--- config.mk ---
export PLATFORM = sky130hd
export DESIGN_NAME = fifo_write_arbiter
export DESIGN_NICKNAME = d
export VERILOG_FILES = /design/src/rtl/fifo_write_arbiter.sv
export SDC_FILE = /design/constraint.sdc
export NUM_CORES = 1
export LEC_CHECK = 0
export ABC_CLOCK_PERIOD_IN_PS = 2080
export CORE_MARGIN = 1
export CORE_UTILIZATION = 33
export CTS_BUF_LIST = sky130_fd_sc_hd__clkbuf_16
export DETAILED_ROUTE_END_ITERATION = 10
export GPL_TIMING_DRIVEN = 0
export PLACE_DENSITY = 0.87
export SYNTH_ARGS = -nofsm -noshare
export SYNTH_HDL_FRONTEND = slang
export SYNTH_SLANG_ARGS = --single-unit
--- constraint.sdc ---
create_clock -name clk -period 2.08 [get_ports clk]
set_clock_uncertainty 0.2 [all_clocks]
set_input_delay 0.208 -clock clk [delete_from_list [all_inputs] [get_ports clk]]
set_output_delay 0.208 -clock clk [all_outputs]
set_load 0.01 [all_outputs]
--- src/rtl/fifo_write_arbiter.sv ---
// Round-robin arbiter sharing one FIFO write port among several burst producers.
// A grant lasts until the owner's last word, the burst-length cap, or the owner
// dropping its request; priority then rotates to the index after the owner.
module fifo_write_arbiter #(
  parameter int unsigned WIDTH      = 8,
  parameter int unsigned REQUESTERS = 4,
  parameter int unsigned MAX_BURST  = 4
) (
  input  logic                          clk,
  input  logic                          srst,
  input  logic [REQUESTERS-1:0]         req,
  input  logic [WIDTH-1:0]              din [REQUESTERS],
  input  logic [REQUESTERS-1:0]         last,
  output logic [REQUESTERS-1:0]         ack,
  output logic [WIDTH-1:0]              fifo_din,
  output logic                          fifo_wr_en,
  input  logic                          fifo_full,
  output logic [$clog2(REQUESTERS)-1:0] owner,
  output logic                          busy
);

  localparam int unsigned OwW = $clog2(REQUESTERS);
  localparam int unsigned BcW = $clog2(MAX_BURST + 1);

  localparam logic [OwW-1:0] LastIdx = OwW'(REQUESTERS - 1);
  localparam logic [BcW-1:0] BcMax   = BcW'(MAX_BURST - 1);

  typedef enum logic {StIdle, StGrant} state_e;

  state_e         state_q, state_d;
  logic [OwW-1:0] owner_q, owner_d;
  logic [OwW-1:0] ptr_q, ptr_d;
  logic [BcW-1:0] bcnt_q, bcnt_d;

  logic           win_found;
  logic [OwW-1:0] win_idx;
  logic           rel_burst;

  // First requester at or above ptr, wrapping modulo REQUESTERS.
  always_comb begin
    win_found = 1'b0;
    win_idx   = '0;
    for (int k = 0; k < int'(REQUESTERS); k++) begin
      if (!win_found && req[(int'(ptr_q) + k) % int'(REQUESTERS)]) begin
        win_found = 1'b1;
        win_idx   = OwW'((int'(ptr_q) + k) % int'(REQUESTERS));
      end
    end
  end

  // Write-port outputs; reset suppresses any write in the same cycle.
  always_comb begin
    ack      = '0;
    fifo_din = '0;
    busy     = 1'b0;
    if (state_q == StGrant && !srst) begin
      busy     = 1'b1;
      fifo_din = din[owner_q];
      if (req[owner_q] && !fifo_full) begin
        ack[owner_q] = 1'b1;
      end
    end
    fifo_wr_en = |ack;
  end

  // Next-state: grant selection, burst counting, release and pointer rotation.
  always_comb begin
    state_d   = state_q;
    owner_d   = owner_q;
    ptr_d     = ptr_q;
    bcnt_d    = bcnt_q;
    rel_burst = 1'b0;
    unique case (state_q)
      StIdle: begin
        if (win_found) begin
          owner_d = win_idx;
          bcnt_d  = '0;
          state_d = StGrant;
        end
      end
      StGrant: begin
        if (!req[owner_q]) begin
          // Owner walked away mid-burst: treat the burst as finished.
          rel_burst = 1'b1;
        end else if (ack[owner_q]) begin
          if (last[owner_q] || bcnt_q == BcMax) begin
            rel_burst = 1'b1;
          end else begin
            bcnt_d = bcnt_q + 1'b1;
          end
        end
        // A full FIFO leaves everything holding, even with last asserted.
        if (rel_burst) begin
          state_d = StIdle;
          bcnt_d  = '0;
          ptr_d   = (owner_q == LastIdx) ? '0 : owner_q + 1'b1;
        end
      end
      default: state_d = StIdle;
    endcase
  end

  // State registers with synchronous reset.
  always_ff @(posedge clk) begin
    if (srst) begin
      state_q <= StIdle;
      owner_q <= '0;
      ptr_q   <= '0;
      bcnt_q  <= '0;
    end else begin
      state_q <= state_d;
      owner_q <= owner_d;
      ptr_q   <= ptr_d;
      bcnt_q  <= bcnt_d;
    end
  end

  assign owner = owner_q;

endmodule

==> impl_results.md <==
* Initial antenna violation count at 0
* Synth Register Bits at 8
* HPWL after DPL at 2419 um
* Latest clock arrival within the worst-skew pair at 230 ps
* Failing checks: setup timing
* Clk sinks at 8
* Final hold viol count at 0
* Top cells by area, synth: mux4_2, dfxtp_1, ha_1
* Pre-Repair DR Iteration Count at 4
* Post-Route WL at 3855 um
* DR DRC count at 0
* Largest net degree at the start of global routing at 11
* Final slew viol count at 0
* Vias at 1,168
* Core footprint at roughly 2700 um2
* Max Cap Violations at 0
* Total GRT Usage at 20.18%
* Final min period at 2121 ps
* Area Overhead vs Synth at 92.84%
* Crit Path Max Fanout at 6
* Hold-fix buffers, CTS at 0
* CP Launch Type: register
* Critical Path End Type: register
* Die height at roughly 55 um
* P_leak at 0.7426 nW
* Final setup vio count at 4
* Post-synth top area share at between 20% and 30%
* Worst hold endpoint: owner[1]
* DRT iter0 DRCs at 71
* Reg2Reg Depth at 8
* Worst reg-to-reg setup slack at -40 ps
* Distinct cell type count after synthesis at 32
* Worst R2R Start: owner[1]
* Yosys warns at 0
* Syn Area/Cell at 9.159 um2
* First-pass GRT wire length at 5064 um
* DR WL/cell at 18.71 um
* Hold Path Origin: srst
* Number of global-route vias before repair at roughly 1,100
* Grt ovf at 0
* Final core occ at between 60% and 70%
* Slew headroom at 74.89%
* Fmax at approximately 470 MHz
* Mapped Nets at between 150 and 200
* Synth area leader: mux4_2
* Setup crit start: owner[1]
* Status: finished, violations left
* Setup ws final at -41.26 ps
* Inserted Clock Buffers at 3
* Pre-CTS WS at -484.7 ps
* I/O pins at 59
* CP peak stage delay at roughly 410 ps
* Share of cells above drive strength 1 at 33.71%
* Worst hold stages at 2
* Post-Syn Instances at around 100
* Die Area at 3076 um2
* Post-synthesis instance area at 943.4 um2
* Setup TNS at -66.53 ps
* Worst VDD drop at 0.0005932 V
* Post-layout net count at 226
* Worst-Margin Slew at 373.1 ps
* Period utilisation layout at 102.0%
* DR WL met2 at roughly 2000 um
* Port bufs at 58
* Routed Antenna Nets at 0
* # rows at 19
* Routed wl met3 at 254 um
* CTS tree: built
* Top delay family on crit path: compound AO/OA/AOI/OAI gates
* Clock Tree Root: clkbuf_16
* Clk pin slew, worst setup/hold paths at 40 ps
* Dpl cells at 192
* HP Class: input port to register
* Highest routed layer: met4
* Final Wtd Congestion at between 0.8 and 0.9
* DR vias/cell at 5.670
* CP cell instances: clkbuf_16 > clkinvlp_4 > ha_4 > mux2i_4 > o41ai_2 > a32oi_2 > buf_4 > o31ai_4
* RSZ-0062 raised after global routing: true
* Slowest-stage cell, CP: o41ai_2
* Crit path required time at 2020 ps
* Die width at 55.47 um
* Critical path class: register to register
* Fin cells at 206
* Antenna diodes at 0
* R2r endpoint: bcnt_q[2]
* H-tree level count at 1
* Data arrival, critical path at approximately 2100 ps
* Clk buf depth at 2
* Sequential area share after synthesis at between 10% and 20%
* Buf/Inv on CP at 3
* Total power at 0.8809 mW
* Pwr/cell area at 484.2 nW/um2
* Initial Util at 34.51%
* Routed met1 length at 1453 um
final cells by class:
cell class                      instances  area (um2)
Timing Repair Buffer                   71       646.9
Fill cell                             189       914.6
Tap cell                               31       38.79
Multi-Input combinational cell         81       799.5
Inverter                                9       37.54
Sequential cell                         8       168.9
Clock buffer                            3       75.07
Buffer                                  3       52.55
worst max path at each step:
| stage | end | cells past startpoint | slack [ps] |
|---|---|---|---|
| detailed placement | fifo_wr_en | 5 | -480 |
| floorplan | ptr_q[1] | 9 | 4 |
| global route | bcnt_q[2] | 8 | -100 |
| finish | bcnt_q[2] | 8 | -40 |
| global placement | fifo_wr_en | 5 | -490 |
| CTS | fifo_din[6] | 5 | -20 |
layout by cell type, fill, tap and decap left out, types with 3 or more instances in the layout:
master,n
clkdlybuf4s50_1,40
nor2b_1,11
buf_2,11
buf_4,11
mux4_2,9
inv_1,8
nand2_1,7
dlygate4sd2_1,6
clkbuf_16,5
a21oi_1,5
dfxtp_1,5
and3_1,4
mux2i_1,4
nor2_1,4
ha_1,4
nor4_1,3
nand3_1,3
registers in the layout, summed over array words and instances, names as in the netlist:
name and flops:
state_q 1, bcnt_q 3, owner 2, ptr_q 2
worst reg2reg max path: stages (launching register included):
cell and delay [ps]:
dfxtp_4 370, clkbuf_16 160, clkinvlp_4 110, ha_4 180, mux2i_4 90, o41ai_2 410
a32oi_2 160, buf_4 190, o31ai_4 170
routing by layer:
layer	vias to the layer above	track usage, %
met2	68	36.83
met3	14	3.279
li1	534	-
met4	0	7.500
met5	-	0
met1	552	23.43
report_power, final:
| group | internal (mW) | total, mW | switching [mW] |
|---|---|---|---|
| Sequential | 0.164 | 0.183 | 0.0185 |
| Clock | 0.247 | 0.313 | 0.0665 |
| Combinational | 0.229 | 0.385 | 0.155 |
| Total | 0.641 | 0.881 | 0.240 |
cells in the mapped netlist:
| cell type | number |
|---|---|
| nor2b_1 | 11 |
| nand2b_1 | 1 |
| clkbuf_1 | 2 |
| a21oi_1 | 5 |
| nor3_1 | 1 |
| mux2_2 | 1 |
| o41ai_1 | 1 |
| a22oi_2 | 1 |
| mux2i_1 | 5 |
| a32oi_2 | 1 |
| inv_1 | 9 |
| nand4_1 | 1 |
| mux4_2 | 9 |
| o31ai_1 | 3 |
| dfxtp_1 | 8 |
| nand3_1 | 4 |
| buf_6 | 2 |
| a211o_1 | 2 |
| buf_2 | 1 |
| nand2_1 | 7 |
| and3_1 | 4 |
| nor2_2 | 1 |
| ha_1 | 6 |
| nor2_1 | 5 |
| o22ai_1 | 3 |
| nor4_1 | 3 |
| or2_2 | 1 |
| and4_1 | 1 |
| or3_4 | 1 |
| a32oi_1 | 1 |
| o221ai_1 | 1 |
| a31o_1 | 1 |
metrics by stage:
stage	hold WS, ps	cell area (um2)
after floorplan	69.65	948.4
after detailed placement	275.9	1568
after global routing	278.6	1819
after CTS	247.5	1699
final	252.7	1819
after global placement	253.7	1568
cell families (layout without fill, tap and decap cells):
family          after synthesis  count (layout)  synth area share, %
simple gates                 41              41                24.14
fa+ha+maj                     6               6                7.957
mux                          15              15                27.98
compound gates               19              19                15.65
flops                         8               8                16.98
buf+inv                      14              86                7.294
timing repair:
item                                   CTS  global route
setup endpoints to repair               20            13
endpoints found under the hold margin    0             0
cloned                                   0             1
resized for setup                       67            15
setup buffers                            7             5
pin swaps                                1             9
(Power assumes the default switching activity.)
